[config.mk]
export PLATFORM = sky130hd
export DESIGN_NAME = mmio_port_unit
export DESIGN_NICKNAME = d
export VERILOG_FILES = /design/src/rtl/mmio_pkg.sv /design/src/rtl/mmio_timer.sv /design/src/rtl/mmio_port_unit.sv
export SDC_FILE = /design/constraint.sdc
export NUM_CORES = 1
export LEC_CHECK = 0
export BUFFER_PORTS_ARGS = -buffer_cell sky130_fd_sc_hd__buf_2
export CAP_MARGIN = 20
export CORE_MARGIN = 2
export CORE_UTILIZATION = 55
export CTS_CLUSTER_DIAMETER = 80
export CTS_CLUSTER_SIZE = 20
export DETAILED_ROUTE_END_ITERATION = 8
export PLACE_DENSITY_LB_ADDON = 0.1
export SYNTH_ARGS = -nofsm -noshare
export SYNTH_HDL_FRONTEND = slang
export SYNTH_SLANG_ARGS = --single-unit
[constraint.sdc]
create_clock -name clk -period 3.1 [get_ports clk]
set_clock_uncertainty 0.15 [all_clocks]
set_input_delay 0 -clock clk [delete_from_list [all_inputs] [get_ports clk]]
set_output_delay 0 -clock clk [all_outputs]
set_load 0.03 [all_outputs]
[src/rtl/mmio_pkg.sv]
// Shared constants for the MMIO port unit: register offsets, bit positions and decode helper.
// Imported by the RTL and by software-facing tests so both agree on the map.
package mmio_pkg;

    localparam logic [31:0] IO_BASE_DEFAULT       = 32'h1001_0040;
    localparam logic [31:0] TIMER_RST_CMP_DEFAULT = 32'hFFFF_FFFF;

    localparam logic [4:0] OFS_PORT_OUT  = 5'h00;
    localparam logic [4:0] OFS_PORT_IN   = 5'h04;
    localparam logic [4:0] OFS_STATUS    = 5'h08;
    localparam logic [4:0] OFS_TIMER_CNT = 5'h0C;
    localparam logic [4:0] OFS_TIMER_CMP = 5'h10;
    localparam logic [4:0] OFS_CTRL      = 5'h14;

    // Word selects derived from the byte offsets; Address[1:0] never takes part in decode.
    localparam logic [2:0] SEL_PORT_OUT  = OFS_PORT_OUT[4:2];
    localparam logic [2:0] SEL_PORT_IN   = OFS_PORT_IN[4:2];
    localparam logic [2:0] SEL_STATUS    = OFS_STATUS[4:2];
    localparam logic [2:0] SEL_TIMER_CNT = OFS_TIMER_CNT[4:2];
    localparam logic [2:0] SEL_TIMER_CMP = OFS_TIMER_CMP[4:2];
    localparam logic [2:0] SEL_CTRL      = OFS_CTRL[4:2];

    localparam int unsigned STS_IN_CHG    = 0;
    localparam int unsigned STS_TMR_MATCH = 1;

    localparam int unsigned CTRL_TMR_EN      = 0;
    localparam int unsigned CTRL_AUTO_RELOAD = 1;
    localparam int unsigned CTRL_IN_IRQ_EN   = 2;
    localparam int unsigned CTRL_TMR_IRQ_EN  = 3;

    function automatic logic addr_hit(input logic [31:0] addr, input logic [31:0] base);
        return (addr[31:5] == base[31:5]) && (addr[4:2] <= SEL_CTRL);
    endfunction

endpackage

[src/rtl/mmio_timer.sv]
// Free-running compare timer: increments while enabled, flags a match when count equals compare.
// Software writes to the count win over increment/reload; the match still sees the old count.
module mmio_timer #(
    parameter logic [31:0] RST_CMP = 32'hFFFF_FFFF
) (
    input  logic        clk_i,
    input  logic        reset_i,
    input  logic        en_i,
    input  logic        auto_reload_i,
    input  logic        wr_cnt_i,
    input  logic        wr_cmp_i,
    input  logic [31:0] data_i,
    output logic [31:0] cnt_o,
    output logic [31:0] cmp_o,
    output logic        match_pulse_o
);

    logic [31:0] cnt_q, cnt_d;
    logic [31:0] cmp_q, cmp_d;
    logic        match;

    assign match = en_i && (cnt_q == cmp_q);

    always_comb begin
        cnt_d = cnt_q;
        cmp_d = cmp_q;
        if (en_i) begin
            cnt_d = (match && auto_reload_i) ? 32'd0 : cnt_q + 32'd1;
        end
        if (wr_cnt_i) begin
            cnt_d = data_i;
        end
        if (wr_cmp_i) begin
            cmp_d = data_i;
        end
    end

    always_ff @(posedge clk_i) begin
        if (reset_i) begin
            cnt_q <= 32'd0;
            cmp_q <= RST_CMP;
        end else begin
            cnt_q <= cnt_d;
            cmp_q <= cmp_d;
        end
    end

    assign cnt_o         = cnt_q;
    assign cmp_o         = cmp_q;
    assign match_pulse_o = match;

endmodule

[src/rtl/mmio_port_unit.sv]
// Memory-mapped port peripheral beside the data RAM: output port, synchronized input port,
// compare timer and sticky status with a level IRQ. Reads are combinational for single-cycle lw.
module mmio_port_unit
    import mmio_pkg::*;
#(
    parameter logic [31:0] IO_BASE       = IO_BASE_DEFAULT,
    parameter logic [31:0] TIMER_RST_CMP = TIMER_RST_CMP_DEFAULT
) (
    input  logic        clk,
    input  logic        reset,
    input  logic [31:0] Address,
    input  logic [31:0] WriteData,
    input  logic        MemWrite,
    input  logic        MemRead,
    input  logic [7:0]  PortIn,
    output logic [31:0] ReadData,
    output logic        Hit,
    output logic [31:0] PortOut,
    output logic        IRQ
);

    logic [7:0]  sync1_q, sync2_q, sync3_q;
    logic [31:0] port_out_q, port_out_d;
    logic [1:0]  status_q, status_d;
    logic [3:0]  ctrl_q, ctrl_d;

    logic        hit;
    logic [2:0]  sel;
    logic        wr;
    logic        in_event;
    logic [1:0]  w1c_mask;
    logic [31:0] tmr_cnt, tmr_cmp;
    logic        tmr_match;
    logic        addr_lsb_unused;

    assign hit             = addr_hit(Address, IO_BASE);
    assign sel             = Address[4:2];
    assign wr              = MemWrite && hit;
    assign in_event        = (sync2_q != sync3_q);
    assign addr_lsb_unused = ^Address[1:0];

    mmio_timer #(
        .RST_CMP(TIMER_RST_CMP)
    ) u_timer (
        .clk_i         (clk),
        .reset_i       (reset),
        .en_i          (ctrl_q[CTRL_TMR_EN]),
        .auto_reload_i (ctrl_q[CTRL_AUTO_RELOAD]),
        .wr_cnt_i      (wr && (sel == SEL_TIMER_CNT)),
        .wr_cmp_i      (wr && (sel == SEL_TIMER_CMP)),
        .data_i        (WriteData),
        .cnt_o         (tmr_cnt),
        .cmp_o         (tmr_cmp),
        .match_pulse_o (tmr_match)
    );

    // Set events are applied after the W1C clear so a coincident event keeps the bit at 1.
    always_comb begin
        port_out_d = port_out_q;
        ctrl_d     = ctrl_q;
        w1c_mask   = 2'b00;
        if (wr && (sel == SEL_PORT_OUT)) begin
            port_out_d = WriteData;
        end
        if (wr && (sel == SEL_CTRL)) begin
            ctrl_d = WriteData[3:0];
        end
        if (wr && (sel == SEL_STATUS)) begin
            w1c_mask = WriteData[1:0];
        end
        status_d = status_q & ~w1c_mask;
        if (in_event) begin
            status_d[STS_IN_CHG] = 1'b1;
        end
        if (tmr_match) begin
            status_d[STS_TMR_MATCH] = 1'b1;
        end
    end

    always_ff @(posedge clk) begin
        if (reset) begin
            sync1_q    <= 8'd0;
            sync2_q    <= 8'd0;
            sync3_q    <= 8'd0;
            port_out_q <= 32'd0;
            status_q   <= 2'b00;
            ctrl_q     <= 4'd0;
        end else begin
            sync1_q    <= PortIn;
            sync2_q    <= sync1_q;
            sync3_q    <= sync2_q;
            port_out_q <= port_out_d;
            status_q   <= status_d;
            ctrl_q     <= ctrl_d;
        end
    end

    always_comb begin
        ReadData = 32'd0;
        if (MemRead && hit) begin
            case (sel)
                SEL_PORT_OUT:  ReadData = port_out_q;
                SEL_PORT_IN:   ReadData = {24'd0, sync2_q};
                SEL_STATUS:    ReadData = {30'd0, status_q};
                SEL_TIMER_CNT: ReadData = tmr_cnt;
                SEL_TIMER_CMP: ReadData = tmr_cmp;
                SEL_CTRL:      ReadData = {28'd0, ctrl_q};
                default:       ReadData = 32'd0;
            endcase
        end
    end

    assign Hit     = hit;
    assign PortOut = port_out_q;
    assign IRQ     = (status_q[STS_IN_CHG]    & ctrl_q[CTRL_IN_IRQ_EN]) |
                     (status_q[STS_TMR_MATCH] & ctrl_q[CTRL_TMR_IRQ_EN]);

endmodule

# Word level (Yosys, flattened, before mapping)
# Cells that the tools add are included.
[classes]
addsub = 1
order_cmp = 1
eq_ne = 8
n_reduce_logical = 12
bitwise_logic = 5
n_mux = 8
[ops]
columns = ["cell", "n"]
rows = [
  ["case mux 32 bit (6 select lines)", 1],
  ["2-to-1 mux 32 bit", 4],
  ["adder 32 x 1 -> 32 bit (second input constant)", 1],
  ["equality test 32 bit", 1],
  ["equality test 27 x 24 -> 1 bit (second input constant)", 1],
  ["logical AND 1 bit", 10],
  ["!= test 8 bit", 1],
  ["equality test 3 x 2 -> 1 bit (second input constant)", 2],
  ["equality test 3 bit (second input constant)", 2],
  ["equality test 3 x 1 -> 1 bit (second input constant)", 1],
  ["<= comparator 3 bit (second input constant)", 1],
  ["logical NOT 3 bit", 1],
  ["AND 1 bit", 2],
  ["AND 2 bit", 1],
  ["2-to-1 mux 1 bit", 2],
  ["2-to-1 mux 2 bit", 1],
  ["inverter 2 bit", 1],
  ["nonzero test 2 bit", 1],
  ["bitwise OR 1 bit", 1],
]
[word_totals]
inputBits = 76
ff_bits = 126
wordCells = 43

# Depth between registers and ports, before layout
[logic_depth]
word_depth = 8
depth_mapped = 10
depth_no_buf = 8

# Modules after synthesis
# From an unflattened synthesis, not the netlist that was laid out.
[hier_totals]
hier_cells = 887
hier_area_um2 = 7468.4
[by_module_without_submodules]
columns = ["mod", "cells_per_inst", "seq_area_each_um2", "instances", "area_each_um2"]
rows = [
  ["mmio_timer", 507, 1281.2, 1, 4011.3],
  ["mmio_port_unit", 380, 1241.2, 1, 3457.1],
]

# Worst setup path before layout
# No wires, ideal clock.
[synth_path]
path_kind = "in2reg"
startpoint = "input Address[15]"
endpoint = "register port_out_q[10], in the netlist PortOut[10]"
arrival_time_ps = 2136
setup_slack_ps = 682
setup_ps = 132
stages = 9
path_buffers = 2
cell_sequence = "nor4b_1 nand4_1 nor2_1 nand2_1 or4_1 clkbuf_1 clkbuf_1 nand2_1 a21oi_1"
[synth_between]
elab_chain_len = 4
[synth_rtl]
columns = ["element", "line_no", "text"]
rows = [
  ["start, declared", "mmio_port_unit.sv:11", "input logic [31:0] Address,"],
  ["equality test 27 x 24 -> 1 bit", "mmio_pkg.sv:32", "return (addr[31:5] == base[31:5]) && (addr[4:2] <= SEL_CTRL);"],
  ["logical AND 1 bit", "mmio_pkg.sv:32", ""],
  ["net Hit", "mmio_port_unit.sv:17", "output logic Hit,"],
  ["logical AND 1 bit", "mmio_port_unit.sv:38", "assign wr = MemWrite && hit;"],
  ["logical AND 1 bit", "mmio_port_unit.sv:62", "if (wr && (sel == SEL_PORT_OUT)) begin"],
  ["end signal, assigned", "mmio_port_unit.sv:92", "port_out_q <= port_out_d;"],
  ["end, declared", "mmio_port_unit.sv:23", "logic [31:0] port_out_q, port_out_d;"],
]
# The timed path passes the listed nets, and every way through them passes these cells.
# A chain may end at the register's enable or synchronous reset.

# Final worst setup path
[layout_path]
startpoint = "register u_timer.cnt_q[6], in the netlist u_timer.cnt_o[6]"
endpoint = "register u_timer.cnt_q[11], in the netlist u_timer.cnt_o[11]"
[layout_between]
elab_chain_len = 6
word_cells_on_any_way = 7
cone_classes = "1 x add/sub; 1 x eq/ne; 3 x mux; 2 x reduce/logical"
[layout_rtl]
columns = ["element", "line_no", "text"]
rows = [
  ["start, declared", "mmio_timer.sv:18", "logic [31:0] cnt_q, cnt_d;"],
  ["start signal, assigned", "mmio_timer.sv:43", "cnt_q <= cnt_d;"],
  ["parallel branches: the longest is 3 deep, another holds adder 32 x 1 -> 32 bit", "n/a", ""],
  ["2-to-1 mux 32 bit *", "mmio_timer.sv:28", "cnt_d = (match && auto_reload_i) ? 32'd0 : cnt_q + 32'd1;"],
  ["2-to-1 mux 32 bit *", "mmio_timer.sv:27", "if (en_i) begin"],
  ["2-to-1 mux 32 bit *", "mmio_timer.sv:30", "if (wr_cnt_i) begin"],
]
# Mark *: on every way between the ends. The select of a mux whose other input is x is not followed.

==> out/metrics.cfg <==
[cells_and_area]
num_antenna_cells=0
area_growth_pct=28.2
instances_no_fill=1199
fin_nets=1116
fin_util_pct=71.5
seq_area_um2=2520
drive_above_1_share_pct=20.2
fillers=996
multi_input_area_um2=3820

[clock_network]
post-cts-setup-buffers=0
clk-insertion-delay-late_ps=420
clk_pin_slew_ps=60
cts_tree=done
cts_made_buffers=17
cts_num_sinks=126
ctsHtreeMaxLevel=4
clock_path_buffers=2
ctsRootBufferMaster=clkbuf_16

[global_routing]
grt_pass1_wl_um=32900
grt_pass1_vias=6385
grt_usage_pct=32.2
antenna_found_initial=0
grt_overflow_total=0
grt_max_degree=82

[drt]
top_layer=met4
viasPerCell=5.76
m1WireLength_um=8930
num_vias=6903
drc=0
wl_met2_um=9740
route.met3.wl_um=1310
drt_wl_total_um=20400
first_pass_iters=6
wl_per_cell_um=17.0
ant_nets=0
drtIter0Drc=455

[timing]
clock.fmax_ghz=0.366
fin_tns_setup_ps=0
period_share_pct=88.1
hold_ws_ps=-15.4
final_max_slew_viol_count=0
hold_viol_final=6
layout_setup_ws_ps=370
worst_slew_pin_slew_ps=834
fin_crit_ps=2730
slew_headroom_pct=44.4
rsz0062_at_grt=false
setup_violations=0

[synth]
yosysSeqAreaShare_pct=38.0
synth_compound_area_share_pct=16.8
yosys.area_share.simple_pct=32.6
synth_top_family_by_area=simple AND/OR/NAND/NOR gates
synth_xor_area_share_pct=5.93
synth_cells=878
ys.flop_type=dfxtp_1
synthesis.area_um2=6640
synth_fp_nets=955
synthArstFlopShare_pct=0
yosys.cell_types.count=52
post_synth_fa_ha_maj_area_fraction_pct=0.188
yosys_register_bits=126
synth.area.mux_share_pct=1.75
synth.avg_cell_area_um2=7.56
synth_edf_count=0
yosys_warnings=0

[place]
gp_congestion=0.946
placed_cells=1124
port_buffers=139
dp_slack_ps=475
dp_hpwl_um=13600

[floorplan]
core_region_area_um2=11900
io_pins=142
die-area_um2=13000
die_x_um=114
die_y_um=114
initial_core_util_pct=55.8
row_count=40

[worst_setup_path]
cp-end-kind=flop
crit_type=reg2reg
worstPathRequired_ps=3220
reg2reg_depth=8
r2r_setup_slack_ps=370
reg2reg_from=u_timer.cnt_o[6]$_SDFFE_PP0P_
crit_chain=nand2b_1 -> o2111ai_1 -> or4_4 -> nor4_4 -> buf_4 -> nor2_4 -> a221oi_1 -> nor3_1
worst-path-max-fanout=18
cpMaxStageDelayCell=or4_4
cp.arrival_ps=2850
worstSetupStartpointType=flop
max_stage_delay_ps=540
r2r_end=u_timer.cnt_o[11]$_SDFFE_PP0P_

[power]
power_density_nw_per_um2=463
worst_ir_drop_vdd_v=0.000510
p_leak_nw=3.42

[hold_path]
min_from=reset
hold_class=in2reg
hold-path-endpoint=sync2_q[2]$_SDFF_PP0_
min_path_cells=2

[status]
violations=hold timing
status=finished, violations left

[flow_run]
maxCapViolations=0

==> registers in the layout, indices dropped and copies added, names as in the netlist <==
| register | flops |
|---|---|
| status_q | 2 |
| sync1_q | 8 |
| sync3_q | 8 |
| ctrl_q | 4 |
| u_timer.cmp_o | 32 |
| sync2_q | 8 |
| PortOut | 32 |
| u_timer.cnt_o | 32 |
==> area by class of cell <==
class                      count  share of cell area (%)
sequential                   126                    29.6
clock buffer                  18                    5.04
inverter                      12                   0.529
timing repair buffer         208                    15.6
clock inverter                14                    2.18
multi-input combinational    674                    44.9
tap                          147                    2.16
==> cell usage after synthesis, types with 6 or more instances <==
cell type | instances | area (µm²)
a22oi_1 | 28 | 210
a311oi_1 | 7 | 61.3
xnor2_1 | 15 | 131
nor3_1 | 13 | 65.1
dfxtp_1 | 126 | 2520
nor2b_1 | 36 | 225
and3_1 | 11 | 68.8
o21ai_0 | 24 | 120
clkbuf_1 | 53 | 199
nand4_1 | 11 | 68.8
nand2_1 | 159 | 597
xor2_1 | 30 | 263
nand3_1 | 29 | 145
mux2i_1 | 6 | 60.1
a21oi_1 | 87 | 435
nor2_1 | 96 | 360
inv_1 | 12 | 45.0
buf_1 | 7 | 26.3
nand3b_1 | 34 | 255
nor4_1 | 11 | 68.8
nand2b_1 | 9 | 56.3
==> layer usage <==
metal  vias to the layer above  track usage, %
li1                       3382               -
met1                      3230            42.0
met2                       260            53.0
met3                        31            6.54
met4                         0            11.8
met5                         -               0
==> critical path, delay by kind of cell, from the launching register on <==
kind / cells / cell delay (ps)
simple gates: 5 / 1230
compound gates: 2 / 500
buf+inv: 1 / 230
flops: 1 / 480
==> worst max path at each step <==
| stage | to | from | depth (start not counted) | slack (ps) |
|---|---|---|---|---|
| after floorplan | PortOut[10]$_SDFFE_PP0P_ | Address[15] | 9 | 680 |
| after global routing | u_timer.cnt_o[11]$_SDFFE_PP0P_ | u_timer.cnt_o[6]$_SDFFE_PP0P_ | 8 | 250 |
| final | u_timer.cnt_o[11]$_SDFFE_PP0P_ | u_timer.cnt_o[6]$_SDFFE_PP0P_ | 8 | 370 |
| after detailed placement | u_timer.cnt_o[10]$_SDFFE_PP0P_ | u_timer.cnt_o[6]$_SDFFE_PP0P_ | 8 | 480 |
| after global placement | u_timer.cnt_o[10]$_SDFFE_PP0P_ | u_timer.cnt_o[6]$_SDFFE_PP0P_ | 8 | 470 |
| after CTS | u_timer.cnt_o[11]$_SDFFE_PP0P_ | u_timer.cnt_o[6]$_SDFFE_PP0P_ | 8 | 430 |
==> cell usage in the layout (no fill, tap or decap), types with 5 or more instances in the layout <==
master / instances
nand2_1: 159
buf_2: 138
dfxtp_1: 126
nor2_1: 95
a21oi_1: 87
dlygate4sd3_1: 43
nor2b_1: 36
nand3b_1: 34
xor2_1: 30
nand3_1: 29
a22oi_1: 28
buf_4: 27
o21ai_0: 24
clkbuf_16: 17
xnor2_1: 15
nor3_1: 13
inv_1: 12
nor4_1: 11
nand4_1: 11
and3_1: 11
nand2b_1: 9
a311oi_1: 7
mux2i_1: 6
and2_1: 5
a31oi_1: 5
a211oi_1: 5
nand4b_1: 5
==> power breakdown <==
group          total (mW)  internal (mW)  switching [mW]
Sequential           1.64           1.63         0.00751
Clock                2.07           1.28           0.789
Combinational       0.232          0.113           0.119
==> cells by family after synthesis <==
group	after synthesis
buffers and inverters	78
muxes	10
DFF	126
and+or+nand+nor	438
xor gates and xnor gates	45
adders and majority gates	1
AOI/OAI and AO/OA	180
==> stage by stage <==
stage,instance area (µm²),hold WS (ps),power (mW)
after global routing,8510,36.7,4.06
after detailed placement,7470,64.9,1.86
final,8510,-15.4,3.94
after global placement,7470,55.7,1.86
after CTS,8510,8.72,3.95
after floorplan,6640,-29.2,1.77
==> what timing repair did <==
item / CTS / global route
endpoints found under the setup margin: 0 / 0
hold buffers: 43 / 0
hold endpoints to repair: 110 / 0
resized for setup: 0 / 0
(Power assumes the default switching activity.)
